## config.mk

```make
export PLATFORM = sky130hd
export DESIGN_NAME = div_ctrl
export DESIGN_NICKNAME = d
export VERILOG_FILES = /design/src/rtl/div_ctrl_pkg.sv /design/src/rtl/div_ctrl.sv
export SDC_FILE = /design/constraint.sdc
export NUM_CORES = 1
export LEC_CHECK = 0
export ABC_AREA = 1
export CELL_PAD_IN_SITES_DETAIL_PLACEMENT = 1
export CELL_PAD_IN_SITES_GLOBAL_PLACEMENT = 1
export CORE_AREA = 8 8 162 164
export DETAILED_ROUTE_END_ITERATION = 8
export DIE_AREA = 0 0 170 172
export DONT_BUFFER_PORTS = 1
export PLACE_DENSITY_LB_ADDON = 0.05
export SLEW_MARGIN = 40
export SYNTH_ARGS = -nofsm -noshare
export SYNTH_HDL_FRONTEND = slang
export SYNTH_SLANG_ARGS = --single-unit
```

## constraint.sdc

```tcl
create_clock -name clock -period 2.2 [get_ports clock]
set_input_delay 0.22 -clock clock [delete_from_list [all_inputs] [get_ports clock]]
set_output_delay 0.22 -clock clock [all_outputs]
set_load 0.02 [all_outputs]
```

## src/rtl/div_ctrl_pkg.sv

```systemverilog
// Shared definitions for the divide controller: state encoding, timeout default
// and the special-case result constants.
package div_ctrl_pkg;

  typedef enum logic [2:0] {
    ST_IDLE      = 3'd0,
    ST_START     = 3'd1,
    ST_WAIT_BUSY = 3'd2,
    ST_RUN       = 3'd3,
    ST_DONE      = 3'd4,
    ST_DRAIN     = 3'd5
  } state_t;

  localparam int          TIMEOUT_DEF = 63;
  localparam int          CNT_W       = 6;
  localparam logic [31:0] ALL_ONES    = 32'hFFFF_FFFF;
  localparam logic [31:0] INT_MIN     = 32'h8000_0000;

  // Signed INT_MIN / -1 cannot be represented, so it bypasses the divider.
  function automatic logic is_overflow(input logic sgn, input logic [31:0] a,
                                       input logic [31:0] b);
    return sgn && (a == INT_MIN) && (b == ALL_ONES);
  endfunction

endpackage

```

## src/rtl/div_ctrl.sv

```systemverilog
// Sequencer between the pipeline and an iterative divider: captures DIV/DIVU
// operands, handles divide-by-zero and overflow locally, and guards against a hung divider.
module div_ctrl
  import div_ctrl_pkg::*;
#(
  parameter int TIMEOUT = TIMEOUT_DEF
) (
  input  logic        clock,
  input  logic        resetn,
  input  logic        req_valid,
  input  logic        req_signed,
  input  logic [31:0] req_a,
  input  logic [31:0] req_b,
  input  logic        flush,
  output logic        stall,
  output logic        res_valid,
  output logic [31:0] res_hi,
  output logic [31:0] res_lo,
  output logic        div_start,
  output logic [31:0] div_a,
  output logic [31:0] div_b,
  output logic        div_symbol,
  input  logic        div_busy,
  input  logic [31:0] div_q,
  input  logic [31:0] div_r,
  output logic        err_timeout
);

  state_t             r_state;
  state_t             w_next;
  logic [31:0]        r_a;
  logic [31:0]        r_b;
  logic               r_signed;
  logic [31:0]        r_hi;
  logic [31:0]        r_lo;
  logic [CNT_W-1:0]   r_cnt;
  logic               r_err;
  logic               w_capture;
  logic               w_bypass;
  logic               w_timeout;
  logic               w_active;

  assign w_capture = (r_state == ST_IDLE) && req_valid && !flush;
  assign w_bypass  = (req_b == 32'd0) || is_overflow(req_signed, req_a, req_b);
  assign w_active  = (r_state == ST_WAIT_BUSY) || (r_state == ST_RUN);
  assign w_timeout = w_active && (r_cnt == CNT_W'(TIMEOUT));

  // State register.
  always_ff @(posedge clock or negedge resetn) begin
    if (!resetn) begin
      r_state <= ST_IDLE;
    end else begin
      r_state <= w_next;
    end
  end

  // Next-state logic; flush outranks timeout, timeout outranks normal progress.
  always_comb begin
    w_next = r_state;
    case (r_state)
      ST_IDLE: begin
        if (w_capture) begin
          w_next = w_bypass ? ST_DONE : ST_START;
        end else begin
          w_next = ST_IDLE;
        end
      end
      ST_START: begin
        if (flush) begin
          w_next = ST_DRAIN;
        end else begin
          w_next = ST_WAIT_BUSY;
        end
      end
      ST_WAIT_BUSY: begin
        if (flush || w_timeout) begin
          w_next = ST_DRAIN;
        end else if (div_busy) begin
          w_next = ST_RUN;
        end else begin
          w_next = ST_WAIT_BUSY;
        end
      end
      ST_RUN: begin
        if (flush || w_timeout) begin
          w_next = ST_DRAIN;
        end else if (!div_busy) begin
          w_next = ST_DONE;
        end else begin
          w_next = ST_RUN;
        end
      end
      ST_DONE:  w_next = ST_IDLE;
      ST_DRAIN: begin
        if (!div_busy) begin
          w_next = ST_IDLE;
        end else begin
          w_next = ST_DRAIN;
        end
      end
      default:  w_next = ST_IDLE;
    endcase
  end

  // Operand capture and HI/LO result registers.
  always_ff @(posedge clock or negedge resetn) begin
    if (!resetn) begin
      r_a      <= 32'd0;
      r_b      <= 32'd0;
      r_signed <= 1'b0;
      r_hi     <= 32'd0;
      r_lo     <= 32'd0;
    end else if (w_capture) begin
      r_a      <= req_a;
      r_b      <= req_b;
      r_signed <= req_signed;
      if (req_b == 32'd0) begin
        r_hi <= req_a;
        r_lo <= ALL_ONES;
      end else if (is_overflow(req_signed, req_a, req_b)) begin
        r_hi <= 32'd0;
        r_lo <= INT_MIN;
      end
    end else if ((r_state == ST_RUN) && (w_next == ST_DONE)) begin
      r_hi <= div_r;
      r_lo <= div_q;
    end
  end

  // Watchdog counter over WAIT_BUSY/RUN and the sticky timeout flag.
  always_ff @(posedge clock or negedge resetn) begin
    if (!resetn) begin
      r_cnt <= {CNT_W{1'b0}};
      r_err <= 1'b0;
    end else begin
      if (r_state == ST_START) begin
        r_cnt <= {CNT_W{1'b0}};
      end else if (w_active) begin
        r_cnt <= r_cnt + {{(CNT_W-1){1'b0}}, 1'b1};
      end
      if (w_timeout) begin
        r_err <= 1'b1;
      end
    end
  end

  // Output decode; stall is forced low while reset is asserted.
  always_comb begin
    stall     = 1'b0;
    res_valid = 1'b0;
    div_start = 1'b0;
    case (r_state)
      ST_IDLE:      stall = w_capture;
      ST_START: begin
        stall     = 1'b1;
        div_start = 1'b1;
      end
      ST_WAIT_BUSY: stall = 1'b1;
      ST_RUN:       stall = 1'b1;
      ST_DRAIN:     stall = 1'b1;
      ST_DONE:      res_valid = !flush;
      default: begin
        stall     = 1'b0;
        res_valid = 1'b0;
        div_start = 1'b0;
      end
    endcase
    if (!resetn) begin
      stall = 1'b0;
    end else begin
      stall = stall;
    end
  end

  assign res_hi      = r_hi;
  assign res_lo      = r_lo;
  assign div_a       = r_a;
  assign div_b       = r_b;
  assign div_symbol  = r_signed;
  assign err_timeout = r_err;

endmodule

```

# Word-level counts from Yosys, hierarchy flattened
# Index checks and enable logic that the tools add are counted.
word_totals:
  inputBits: 134
  regBits: 139
  output_inout_bits: 133
op_classes:
  add_sub_neg: 1
  muxes: 23
  reduce_logical: 16
  n_eq_ne: 10
op_table:
  columns: ["op", "count"]
  rows:
  - ["$mux W32", 8]
  - ["$eq A32 B32 Y1 const B", 2]
  - ["$logic_not A32 Y1", 1]
  - ["$mux W3", 7]
  - ["$pmux W3 S5", 1]
  - ["$mux W6", 2]
  - ["$eq A3 B3 Y1 const B", 3]
  - ["$add A6 B1 Y6 const B", 1]
  - ["$eq A3 B2 Y1 const B", 2]
  - ["$eq A6 B6 Y1 const B", 1]
  - ["$logic_and A1 B1 Y1", 6]
  - ["$mux W1", 4]
  - ["$reduce_bool A2 Y1", 2]
  - ["$reduce_or A4 Y1", 1]
  - ["$eq A3 B1 Y1 const B", 1]
  - ["$logic_not A3 Y1", 1]
  - ["$logic_or A1 B1 Y1", 3]
  - ["$ne A3 B1 Y1 const B", 1]
  - ["$pmux W1 S2", 1]
  - ["$reduce_and A2 Y1", 1]
  - ["$logic_not A1 Y1", 1]

# Depth between registers and ports, before layout
logic_depth:
  depth_word: 11
  ltp_mapped: 13
  depth_no_buf: 12

# Least setup slack after synthesis
# No wires, ideal clock.
synth_path:
  path_type: "register to register"
  startpoint: "reg r_cnt[0]"
  endpoint: "reg r_lo[10], in the netlist res_lo[10]"
  t_required_ps: 2083
  setup_time_ps: 117
  path_slack_ps: 483
  path_stages_with_launch: 12
  t_arrival_ps: 1600
  cell_sequence: "dfrtp_1 ha_1 nand3_2 nor2_4 nand3_4 nand3_1 a21oi_2 nand3_4 buf_12 buf_6 nand3_2 nand2_1"
synth_between:
  elab_chain_cells: 9
  word_cells_on_any_way: 10
  classes_between: "eq/ne: 2; mux: 3; reduce/logical: 5"
synth_lines:
  columns: ["element", "line_no", "text"]
  rows:
  - ["from (decl)", "div_ctrl.sv:36", "logic [CNT_W-1:0] r_cnt;"]
  - ["from (signal assigned)", "div_ctrl.sv:133", "r_cnt <= {CNT_W{1'b0}};"]
  - ["from (signal assigned)", "div_ctrl.sv:137", "r_cnt <= {CNT_W{1'b0}};"]
  - ["from (signal assigned)", "div_ctrl.sv:139", "r_cnt <= r_cnt + {{(CNT_W-1){1'b0}}, 1'b1};"]
  - ["$eq A6 B6 Y1 (*)", "div_ctrl.sv:46", "assign w_timeout = w_active && (r_cnt == CNT_W'(TIMEOUT));"]
  - ["$logic_and A1 B1 Y1 (*)", "div_ctrl.sv:46", null]
  - ["$logic_or A1 B1 Y1 (*)", "div_ctrl.sv:76, div_ctrl.sv:85", null]
  - ["$mux W3 (on tied branches)", "div_ctrl.sv:85, div_ctrl.sv:76", null]
  - ["$pmux W3 S5 (*)", "div_ctrl.sv:60", "case (r_state)"]
  - ["$eq A3 B3 Y1 (*)", "div_ctrl.sv:124", "end else if ((r_state == ST_RUN) && (w_next == ST_DONE)) begin"]
  - ["$logic_and A1 B1 Y1 (*)", "div_ctrl.sv:124", null]
  - ["$reduce_bool A2 Y1 (no line) (*)", null, null]
  - ["$reduce_and A2 Y1 (no line) (*)", null, null]
  - ["to (signal assigned)", "div_ctrl.sv:126", "r_lo <= div_q;"]
  - ["to (decl)", "div_ctrl.sv:35", "logic [31:0] r_lo;"]
# Every way passes the cells marked *; elsewhere a longest branch is shown, timed or not.
# A chain may end at the register's enable or synchronous reset.

# Worst setup path after layout
layout_path:
  startpoint: "reg r_state[2]"
  endpoint: "out stall"
layout_between:
  elab_chain_cells: 5
  word_cells_on_any_way: 10
  classes_between: "eq/ne: 4; mux: 2; reduce/logical: 4"
layout_lines:
  columns: ["element", "line_no", "text"]
  rows:
  - ["from (decl)", "div_ctrl.sv:29", "state_t r_state;"]
  - ["from (signal assigned)", "div_ctrl.sv:53", "r_state <= w_next;"]
  - ["branches (longest 3 deep; another with $reduce_or A4 Y1)", null, null]
  - ["$pmux W1 S2 (*)", "div_ctrl.sv:152", "case (r_state)"]
  - ["$mux W1 (*)", "div_ctrl.sv:168", "if (!resetn) begin"]
  - ["to (decl)", "div_ctrl.sv:15", "output logic stall,"]
# Every way passes the cells marked *.

==> flow_summary_export.csv <==
group,metric,value,unit
status,status,"finished with violations",
status,violations,"hold timing",
final_layout,drive_above_1_share,14.3,%
grt,grt_first_pass_wirelength,40300,µm
sta,holdWs,-0.505,ns
place,place_ws,0.175,ns
yosys,synth.area.top_cells,"dfrtp_1 (50%), nand2_1 (23%), nand3_2 (8.8%), o21ai_0 (3.7%), nor2_1 (2.6%)",
detailed_routing,num_vias,5981,
clocking,cts_buffer_depth,2,
detailed_routing,drt-pass1-iter-count,4,
place,io_buffers,0,
power,p_sw,4.89,mW
clocking,cts.sinks,139,
min_path,hold_class,"input pin to async pin",
clocking,clk_latency,0.42,ns
yosys,yosysTopAreaCell,"dfrtp_1",
yosys,synth_enable_flop_cells,0,
yosys,syn_area,6940,µm²
detailed_routing,wl_per_cell,20.8,µm
worst_setup_path,critical_path.startpoint,"r_state[2]",
yosys,netlist_top_cells_count,"nand2_1 (430), dfrtp_1 (139), nand3_2 (61)",
yosys,yosys_warnings,0,
power,p_clk_share,26.7,%
place,place.gp.congestion,0.815,
power,leakage,4.49,nW
clocking,htreeDepth,4,
die,die_y,172,µm
grt,antenna_found_initial,0,
yosys,synth_most_common_cell,"nand2_1",
sta,rsz0062_at_grt,"true",
detailed_routing,wl_met1,10900,µm
final_layout,flow.area_growth_from_synthesis,25.2,%
power,peakVddDrop,473,µV
yosys,synth_seq_cells,139,
sta,tightest_slew,0.485,ns
die,rows,57,
detailed_routing,wl_met3,2510,µm
worst_setup_path,cp_max_fo,36,
sta,fmax,0.473,GHz
worst_setup_path,end_kind,"output port",
clocking,clockRootBuffer,"clkbuf_16",
detailed_routing,drt-initial-drc-count,306,
final_layout,final_nets,1064,
run,drv_cap,0,
worst_setup_path,critPathKind,"register to output port",
power,combPwrFrac,21.0,%
final_layout,diodes,0,
worst_setup_path,r2r_start,"r_state[2]",
grt,gr-total-overflow,0,
detailed_routing,wl_met2,12300,µm
clocking,ctsHoldBuffers,82,
power,seq_power_share,52.3,%
sta,slew_viol_final,0,
die,start_util,29.1,%
clocking,cts_made_buffers,17,
power,sw_frac_of_total,43.6,%
yosys,avgSynthCellArea,8.08,µm²
die,io-pin-count,267,
yosys,ys_seq_area_share,50.1,%
power,powerDensity,1290,nW/µm²
yosys,ys_types,31,
detailed_routing,drt_wl_total,26400,µm
yosys,synth_top_area_share,50.1,%
sta,period_needed,2.11,ns
worst_setup_path,start_kind,"register",
sta,finalHoldViolCount,139,
sta,slew-limit-headroom,67.5,%
grt,grt_max_degree,141,
yosys,synthArstFlopShare,100,%
final_layout,final.fill_count,2872,
power,p_int,6.33,mW
worst_setup_path,r2r_slack,0.10,ns
detailed_routing,topRoutingLayerUsed,"met4",
die,core_area,23800,µm²
sta,setup_viol,0,
yosys,yosys_most_used_dff,"dfrtp_1",
detailed_routing,drc_errors,0,
die,die_w,170,µm
grt,grt_pass1_vias,6666,
worst_setup_path,cp.required,1.98,ns
detailed_routing,viasPerCell,4.72,
sta,min_period_over_period,96.0,%
detailed_routing,postRouteAntennaNets,0,
sta,worst_slack,0.0872,ns
sta,skew,0.0129,ns
clocking,cts_tree,"done",
grt,grt_usage,18.0,%
die,dieArea,29200,µm²
place,dp_hpwl,17900,µm
final_layout,post-route-util,36.5,%
clocking,clk_pin_slew,0.06,ns
yosys,synth_fp_nets,994,
worst_setup_path,critPathArrivalTime,1.89,ns
yosys,syn_inst,859,
## final timing paths
| path | end | cells after the start |
|---|---|---|
| max reg2reg | res_hi[24] | 8 |
| max in group asynchronous | div_a[10] | 0 |
| min | res_hi[24] | 0 |
| max | stall | 5 |
| min in group clock | res_lo[6] | 4 |
| min reg2reg | r_cnt[0] | 1 |
## metrics by stage
stage / area [µm²] / setup TNS, ns / total power, mW / cells / hold WS (ns)
final: 8690 / 0 / 11.2 / 1266 / -0.505
after global routing: 8690 / -0.0268 / 11.9 / 1266 / -0.531
after CTS: 8670 / 0 / 11.4 / 1265 / -0.533
after detailed placement: 7200 / 0 / 8.11 / 1150 / -0.0699
after global placement: 7200 / 0 / 8.00 / 1150 / -0.0697
after floorplan: 6940 / 0 / 7.17 / 859 / -0.0756
## flip-flops by register name (all words and copies together), names as in the netlist
register and flops:
div_b 32, res_lo 32, div_symbol 1, r_state 3
r_cnt 6, err_timeout 1, res_hi 32, div_a 32
## cells in the final DEF, fill, tap and decap left out, drive strengths merged, types with 2 or more instances in the layout
cell type / count
buf: 14
a21oi: 5
inv: 42
o21ai: 52
clkinv: 3
nand3: 79
bufinv: 2
clkbuf: 20
nand2: 435
nand4: 5
clkinvlp: 3
nor2: 53
dlygate4sd3: 82
dfrtp: 139
## routing by layer
metal  GRT usage (%)  vias up
li1                -     2826
met2            28.6      200
met4            6.98        0
met5               0        -
met1            21.7     2915
met3            7.17       40
## power by group through the flow
| stage | Sequential, mW | Combinational, mW | Clock, mW |
|---|---|---|---|
| 2_1_floorplan | 5.44 | 1.73 | 0 |
| 3_3_place_gp | 5.95 | 2.05 | 0 |
| 3_5_place_dp | 5.95 | 2.17 | 0 |
| 4_1_cts | 5.92 | 2.36 | 3.10 |
| 5_1_grt | 6.02 | 2.73 | 3.18 |
| 6_report | 5.87 | 2.35 | 2.99 |
## critical path, cell delays in order, from the launching register on
cell,delay [ns]
dfrtp_1,0.52
nor2_4,0.21
nand3_4,0.18
buf_16,0.23
a31oi_1,0.17
buf_4,0.17
## layout make-up
cell class	count	area, µm²	area share, %
clock buffer	19	453	5.21
clock inverter	13	155	1.79
timing repair buffer	98	1050	12.1
multi-input combinational	636	3010	34.6
inverter	37	139	1.60
sequential	139	3480	40.0
tap	324	405	4.66
## cells by family (layout without fill, tap and decap cells)
group / count (synthesis) / in the layout / share of synthesized area (%)
simple gates: 574 / 574 / 38.4
flops: 139 / 139 / 50.1
buf+inv: 84 / 167 / 6.67
compound gates: 61 / 61 / 4.63
fa+ha+maj: 1 / 1 / 0.180
## what timing repair did
action / in CTS / in global routing
hold endpoints to repair: 220 / 139
cloned: 1 / 1
setup buffers: 0 / 0
endpoints found under the setup margin: 1 / 1
resized for setup: 1 / 1
No activity file was read; power rests on OpenSTA's default activity.
